## src/rtl/rr_merge4_if.sv

```systemverilog
// Handshake bundle for the four-to-one round-robin merger: four source
// channels (data/valid/ready) and one tagged, registered output stream.
interface rr_merge4_if #(
  parameter int W = 8
);
  logic [W-1:0] din0;
  logic [W-1:0] din1;
  logic [W-1:0] din2;
  logic [W-1:0] din3;
  logic         vin0;
  logic         vin1;
  logic         vin2;
  logic         vin3;
  logic         rdy0;
  logic         rdy1;
  logic         rdy2;
  logic         rdy3;
  logic [W-1:0] dout;
  logic [1:0]   sel;
  logic         vout;
  logic         rin;

  // Environment side: drives sources and downstream ready.
  modport master (
    output din0, din1, din2, din3,
    output vin0, vin1, vin2, vin3,
    output rin,
    input  rdy0, rdy1, rdy2, rdy3,
    input  dout, sel, vout
  );

  // Merger side.
  modport slave (
    input  din0, din1, din2, din3,
    input  vin0, vin1, vin2, vin3,
    input  rin,
    output rdy0, rdy1, rdy2, rdy3,
    output dout, sel, vout
  );
endinterface

```

## src/rtl/rr_merge4.sv

```systemverilog
// Four-to-one round-robin merger. Grants at most one source per cycle,
// scanning from the pointer channel, and registers the granted word together
// with its 2-bit channel index. The pointer moves just past the last winner.
module rr_merge4 #(
  parameter int W = 8
) (
  input  logic     clk,
  input  logic     rst,
  rr_merge4_if.slave bus
);

  logic [W-1:0] din [4];
  logic [3:0]   vin;
  logic [3:0]   rdy;
  logic [W-1:0] dout_q;
  logic [1:0]   sel_q;
  logic         vout_q;
  logic [1:0]   ptr;
  logic         load;
  logic         found;
  logic [1:0]   gidx;
  logic [1:0]   idx;
  logic         xfer;

  assign din[0] = bus.din0;
  assign din[1] = bus.din1;
  assign din[2] = bus.din2;
  assign din[3] = bus.din3;
  assign vin    = {bus.vin3, bus.vin2, bus.vin1, bus.vin0};

  assign load = !vout_q || bus.rin;

  // Pick the first valid channel starting at ptr; grant only when the output
  // register can take a word and reset is not asserted.
  always_comb begin
    found = 1'b0;
    gidx  = ptr;
    idx   = ptr;
    for (int unsigned i = 0; i < 4; i++) begin
      idx = ptr + 2'(i);
      if (!found && vin[idx]) begin
        found = 1'b1;
        gidx  = idx;
      end
    end
    rdy = '0;
    if (load && found && !rst) begin
      rdy[gidx] = 1'b1;
    end
  end

  assign xfer = |rdy;

  assign bus.rdy0 = rdy[0];
  assign bus.rdy1 = rdy[1];
  assign bus.rdy2 = rdy[2];
  assign bus.rdy3 = rdy[3];

  // Output register and round-robin pointer.
  always_ff @(posedge clk or posedge rst) begin
    if (rst) begin
      dout_q <= '0;
      sel_q  <= '0;
      vout_q <= 1'b0;
      ptr    <= '0;
    end else if (xfer) begin
      dout_q <= din[gidx];
      sel_q  <= gidx;
      vout_q <= 1'b1;
      ptr    <= gidx + 2'd1;
    end else if (load) begin
      vout_q <= 1'b0;
    end
  end

  assign bus.dout = dout_q;
  assign bus.sel  = sel_q;
  assign bus.vout = vout_q;

endmodule

```

## src/flat_wrapper.sv

```systemverilog
// flat-port wrapper written by rule: the top's interface ports become plain ports
module rr_merge4_flat 
#(
  parameter int W = 8
)
  (clk, rst, bus_din0, bus_din1, bus_din2, bus_din3, bus_vin0, bus_vin1, bus_vin2, bus_vin3, bus_rin, bus_rdy0, bus_rdy1, bus_rdy2, bus_rdy3, bus_dout, bus_sel, bus_vout);
  rr_merge4_if #(.W(W)) bus_i ();
  input  logic clk;
  input  logic rst;
  input wire logic [$bits(bus_i.din0)-1:0] bus_din0;
  input wire logic [$bits(bus_i.din1)-1:0] bus_din1;
  input wire logic [$bits(bus_i.din2)-1:0] bus_din2;
  input wire logic [$bits(bus_i.din3)-1:0] bus_din3;
  input wire logic [$bits(bus_i.vin0)-1:0] bus_vin0;
  input wire logic [$bits(bus_i.vin1)-1:0] bus_vin1;
  input wire logic [$bits(bus_i.vin2)-1:0] bus_vin2;
  input wire logic [$bits(bus_i.vin3)-1:0] bus_vin3;
  input wire logic [$bits(bus_i.rin)-1:0] bus_rin;
  output wire logic [$bits(bus_i.rdy0)-1:0] bus_rdy0;
  output wire logic [$bits(bus_i.rdy1)-1:0] bus_rdy1;
  output wire logic [$bits(bus_i.rdy2)-1:0] bus_rdy2;
  output wire logic [$bits(bus_i.rdy3)-1:0] bus_rdy3;
  output wire logic [$bits(bus_i.dout)-1:0] bus_dout;
  output wire logic [$bits(bus_i.sel)-1:0] bus_sel;
  output wire logic [$bits(bus_i.vout)-1:0] bus_vout;
  assign bus_i.din0 = bus_din0;
  assign bus_i.din1 = bus_din1;
  assign bus_i.din2 = bus_din2;
  assign bus_i.din3 = bus_din3;
  assign bus_i.vin0 = bus_vin0;
  assign bus_i.vin1 = bus_vin1;
  assign bus_i.vin2 = bus_vin2;
  assign bus_i.vin3 = bus_vin3;
  assign bus_i.rin = bus_rin;
  assign bus_rdy0 = bus_i.rdy0;
  assign bus_rdy1 = bus_i.rdy1;
  assign bus_rdy2 = bus_i.rdy2;
  assign bus_rdy3 = bus_i.rdy3;
  assign bus_dout = bus_i.dout;
  assign bus_sel = bus_i.sel;
  assign bus_vout = bus_i.vout;
  rr_merge4 #(.W(W)) u_core (.clk(clk), .rst(rst), .bus(bus_i));
endmodule
```

## config.mk

```make
export PLATFORM = sky130hd
export DESIGN_NAME = rr_merge4_flat
export DESIGN_NICKNAME = d
export VERILOG_FILES = /design/src/rtl/rr_merge4_if.sv /design/src/rtl/rr_merge4.sv /design/src/flat_wrapper.sv
export SDC_FILE = /design/constraint.sdc
export NUM_CORES = 1
export LEC_CHECK = 0
export ABC_CLOCK_PERIOD_IN_PS = 2510
export CAP_MARGIN = 20
export CORE_ASPECT_RATIO = 1.4
export CORE_MARGIN = 4
export CORE_UTILIZATION = 38
export CTS_BUF_LIST = sky130_fd_sc_hd__clkbuf_8
export DETAILED_ROUTE_END_ITERATION = 10
export PLACE_DENSITY = 0.91
export RECOVER_POWER = 100
export SLEW_MARGIN = 20
export SYNTH_ARGS = -nofsm -noshare
export SYNTH_HDL_FRONTEND = slang
export SYNTH_SLANG_ARGS = --single-unit
```

## constraint.sdc

```tcl
create_clock -name clk -period 2.51 [get_ports clk]
set_clock_uncertainty 0.05 [all_clocks]
set_input_delay 0.502 -clock clk [delete_from_list [all_inputs] [get_ports clk]]
set_output_delay 0.502 -clock clk [all_outputs]
set_load 0.1 [all_outputs]
```

==> flow_summary.toml <==
[outcome]
result_of_the_run = "completed"

[final_layout]
post_route_cells_drive_above_1_share = 0.214
layout-area-overhead-vs-synth_pct = 76.8
diodes = 0
num-nets-final = 208
final_standard_cell_area_without_fillers_mm2 = 0.00158

[logic_synthesis]
yosys.area.top_type = "dfrtp_1"
synth_cell_types = 29
post_synth_xor_area_fraction = 0
syn_nets = 139
synth-compound-area-share = 0.249
synth_top_area_frac = 0.364
async_flop_share = 1.00
netlist_top_cells_count = "dfrtp_1, nand2_1, a22oi_1, mux2i_1, o221ai_1"
synth-seq-cells = 13
post_synth_inst_count = 100
synth_warnings = 0
synth.yosys.seq_area_share = 0.364
post_synth_main_area_contributors = "dfrtp_1, mux2i_1, o221ai_1, a22oi_1, nand2_1"
yosys.area_share.simple = 0.197
synth-edff-count = 0
syn_area_per_cell_um2 = 8.93
post_synth_mux_area_share = 0.116
synth_adder_area_share = 0
synth.cell_area_um2 = 893
ys.flop_type = "dfrtp_1"
synth_top_family_by_area = "compound AO/OA/AOI/OAI gates"

[grt]
grt_start_max_net_pins = 21
grt_antenna_before_repair = 0
global_route_wire_length_before_repair_um = 5180
globalRouteTotalUtil = 0.211
grt_pass1_vias = 1180
grt_overflow = 0

[pwr]
ir_worst_vdd_mv = 0.666
sw_frac_of_total = 0.569
comb_power_share = 0.657
p_leak_uw = 0.000681
intPower_uw = 660
pwr-share-seq = 0.221
netSwitchingPower_uw = 870
clock_power_share = 0.122
p_per_area_mw_per_mm2 = 969

[place]
dp_hpwl_um = 2590
postPlaceCellArea_mm2 = 0.00157
finalWeightedCongestion = 0.807
port_buffers = 53

[detailed_routing]
via_per_inst = 5.64
first_iter_violations = 24
dr.pass1.iters = 4
post-route-drc-count = 0
routed_wire_length_per_instance_um = 16.9
wirelength_um = 3220
dr_total_vias = 1072
final_antenna_net_count = 0

[timing]
worst-slew-pin-transition_ns = 1.18
finalHoldWorstSlack_ns = 0.440
fmax_ghz = 0.413
setup_violations = 0
setup_repair_after_global_routing_missed_its_margin = "no"
timing.final.hold_violations = 0
final_min_period_ns = 2.42
max_slew_margin = 0.217
layout_worst_path_cycle_share = 0.964
report.final.slew_viol_count = 0

[setup_path]
crit-reg2reg-launch = "u_core.ptr[1]$_DFFE_PP0P_"
cp-end-kind = "output pin"
critPathCapture = "bus_rdy1"
reg2reg_to = "u_core.bus.dout[7]$_DFFE_PP0P_"
worst_ep_arrival_time_ns = 1.87
worst_setup_path_start_kind = "primary input"
cp.required_ns = 1.96
timing.critical_path.from = "bus_vin0"
setup.worst_path.class = "in -> out"
critical_path_peak_fanout = 6
reg2reg_slack_ns = 0.26
ff2ff_path_depth = 6

[die]
die_width_um = 49.0
initial_utilization = 0.406
row_count = 20
io_pins = 54
die-area_mm2 = 0.00320
placeableCoreArea_mm2 = 0.00220
die_height_um = 65.4

[clock_tree]
cts_htree_levels = 1
cts_buffer_depth = 2
clock_tree_from_tritoncts = "done"
clk_transition_reported_paths_ns = 0.05
tritoncts_num_sinks = 13
root_buffer_cell = "clkbuf_8"
clock_latency_ns = 0.25
tritoncts.num_buffers = 3

[min_path]
hp-class = "reg -> reg"

[run]
maxcap_viol_count = 0
-- cell type report --
cell class | count | area [um2]
fillers | 189 | 623
repair buffers | 72 | 613
multi-input cells | 76 | 552
flip-flops and latches | 13 | 327
clock buffers | 3 | 41.3
well taps | 22 | 27.5
inverters | 3 | 15.0
clock inverters | 1 | 3.75
-- repair_timing --
action,CTS,global route
endpoints found under the hold margin,0,0
hold buffers,0,0
endpoints found under the setup margin,4,0
gates resized for setup,12,0
setup buffers,2,0
-- cells by family (layout without fill, tap and decap cells) --
| family | after synthesis | after routing |
|---|---|---|
| AOI/OAI and AO/OA | 31 | 31 |
| DFF | 13 | 13 |
| muxes | 9 | 9 |
| and+or+nand+nor | 36 | 36 |
| buffers and inverters | 11 | 79 |
-- sequential cells by signal, indices dropped and copies added, names as in the netlist --
signal	cells
u_core.ptr	2
u_core.bus.sel	2
u_core.bus.vout	1
u_core.bus.dout	8
-- cells in the final DEF (no fill, tap or decap), drive strengths merged, types with 2 or more instances in the layout --
master         netlist  routed
o221ai               7       7
o21ai                6       6
nor3                 2       2
inv                  3       3
a22oi                7       7
nor2b                6       6
mux2i                7       7
dlygate4sd2          0       4
nand2               13      13
a21oi                4       4
buf                  4      18
dfrtp               13      13
clkdlybuf4s50        0      34
nand3                3       3
nand2b               3       3
nor2                 6       6
clkbuf               4      19
-- power by group through the flow --
stage          Sequential (uW)  Combinational (uW)  Clock, uW
2_1_floorplan              762                 335          0
5_1_grt                    348                1060        197
3_3_place_gp               338                1040          0
4_1_cts                    339                1080        186
3_5_place_dp               341                1060          0
6_report                   338                1010        186
-- per-stage QoR --
stage	setup slack, ns	power, uW	util	setup TNS (ns)	std cells
5_1_grt	0.00414	1600	0.717	0	190
3_3_place_gp	-0.134	1380	0.714	-0.459	184
4_1_cts	0.118	1610	0.751	0	190
3_5_place_dp	-0.209	1400	0.714	-0.737	184
2_1_floorplan	0.00484	1100	-	0	100
6_report	0.0906	1530	0.717	0	190
-- critical path, stage by stage --
cell	delay [ns]
dlygate4sd2_1	0.26
buf_6	0.13
nor2b_2	0.16
o21ai_1	0.15
o221a_2	0.26
nand2b_4	0.09
nor2_4	0.09
buf_6	0.22
-- how the worst min path moves through the flow --
stage / cells after the start / to / start
6_report: 2 / u_core.bus.dout[0]$_DFFE_PP0P_ / u_core.bus.dout[0]$_DFFE_PP0P_
5_1_grt: 2 / u_core.bus.dout[4]$_DFFE_PP0P_ / u_core.bus.dout[4]$_DFFE_PP0P_
4_1_cts: 2 / u_core.bus.dout[0]$_DFFE_PP0P_ / u_core.bus.dout[0]$_DFFE_PP0P_
3_5_place_dp: 2 / u_core.bus.dout[0]$_DFFE_PP0P_ / u_core.bus.dout[0]$_DFFE_PP0P_
3_3_place_gp: 2 / u_core.bus.sel[0]$_DFFE_PP0P_ / u_core.bus.sel[0]$_DFFE_PP0P_
2_1_floorplan: 1 / u_core.bus.dout[0]$_DFFE_PP0P_ / rst
-- metal layers --
metal  vias up  GRT usage  routed length (um)
met3        13     0.0454                 192
met5         -          0                   0
met2        44      0.407                1860
li1        502          -                   -
met1       513      0.187                1040
met4         0      0.145                 126
Note: power is estimated with default switching activity, not from simulation.
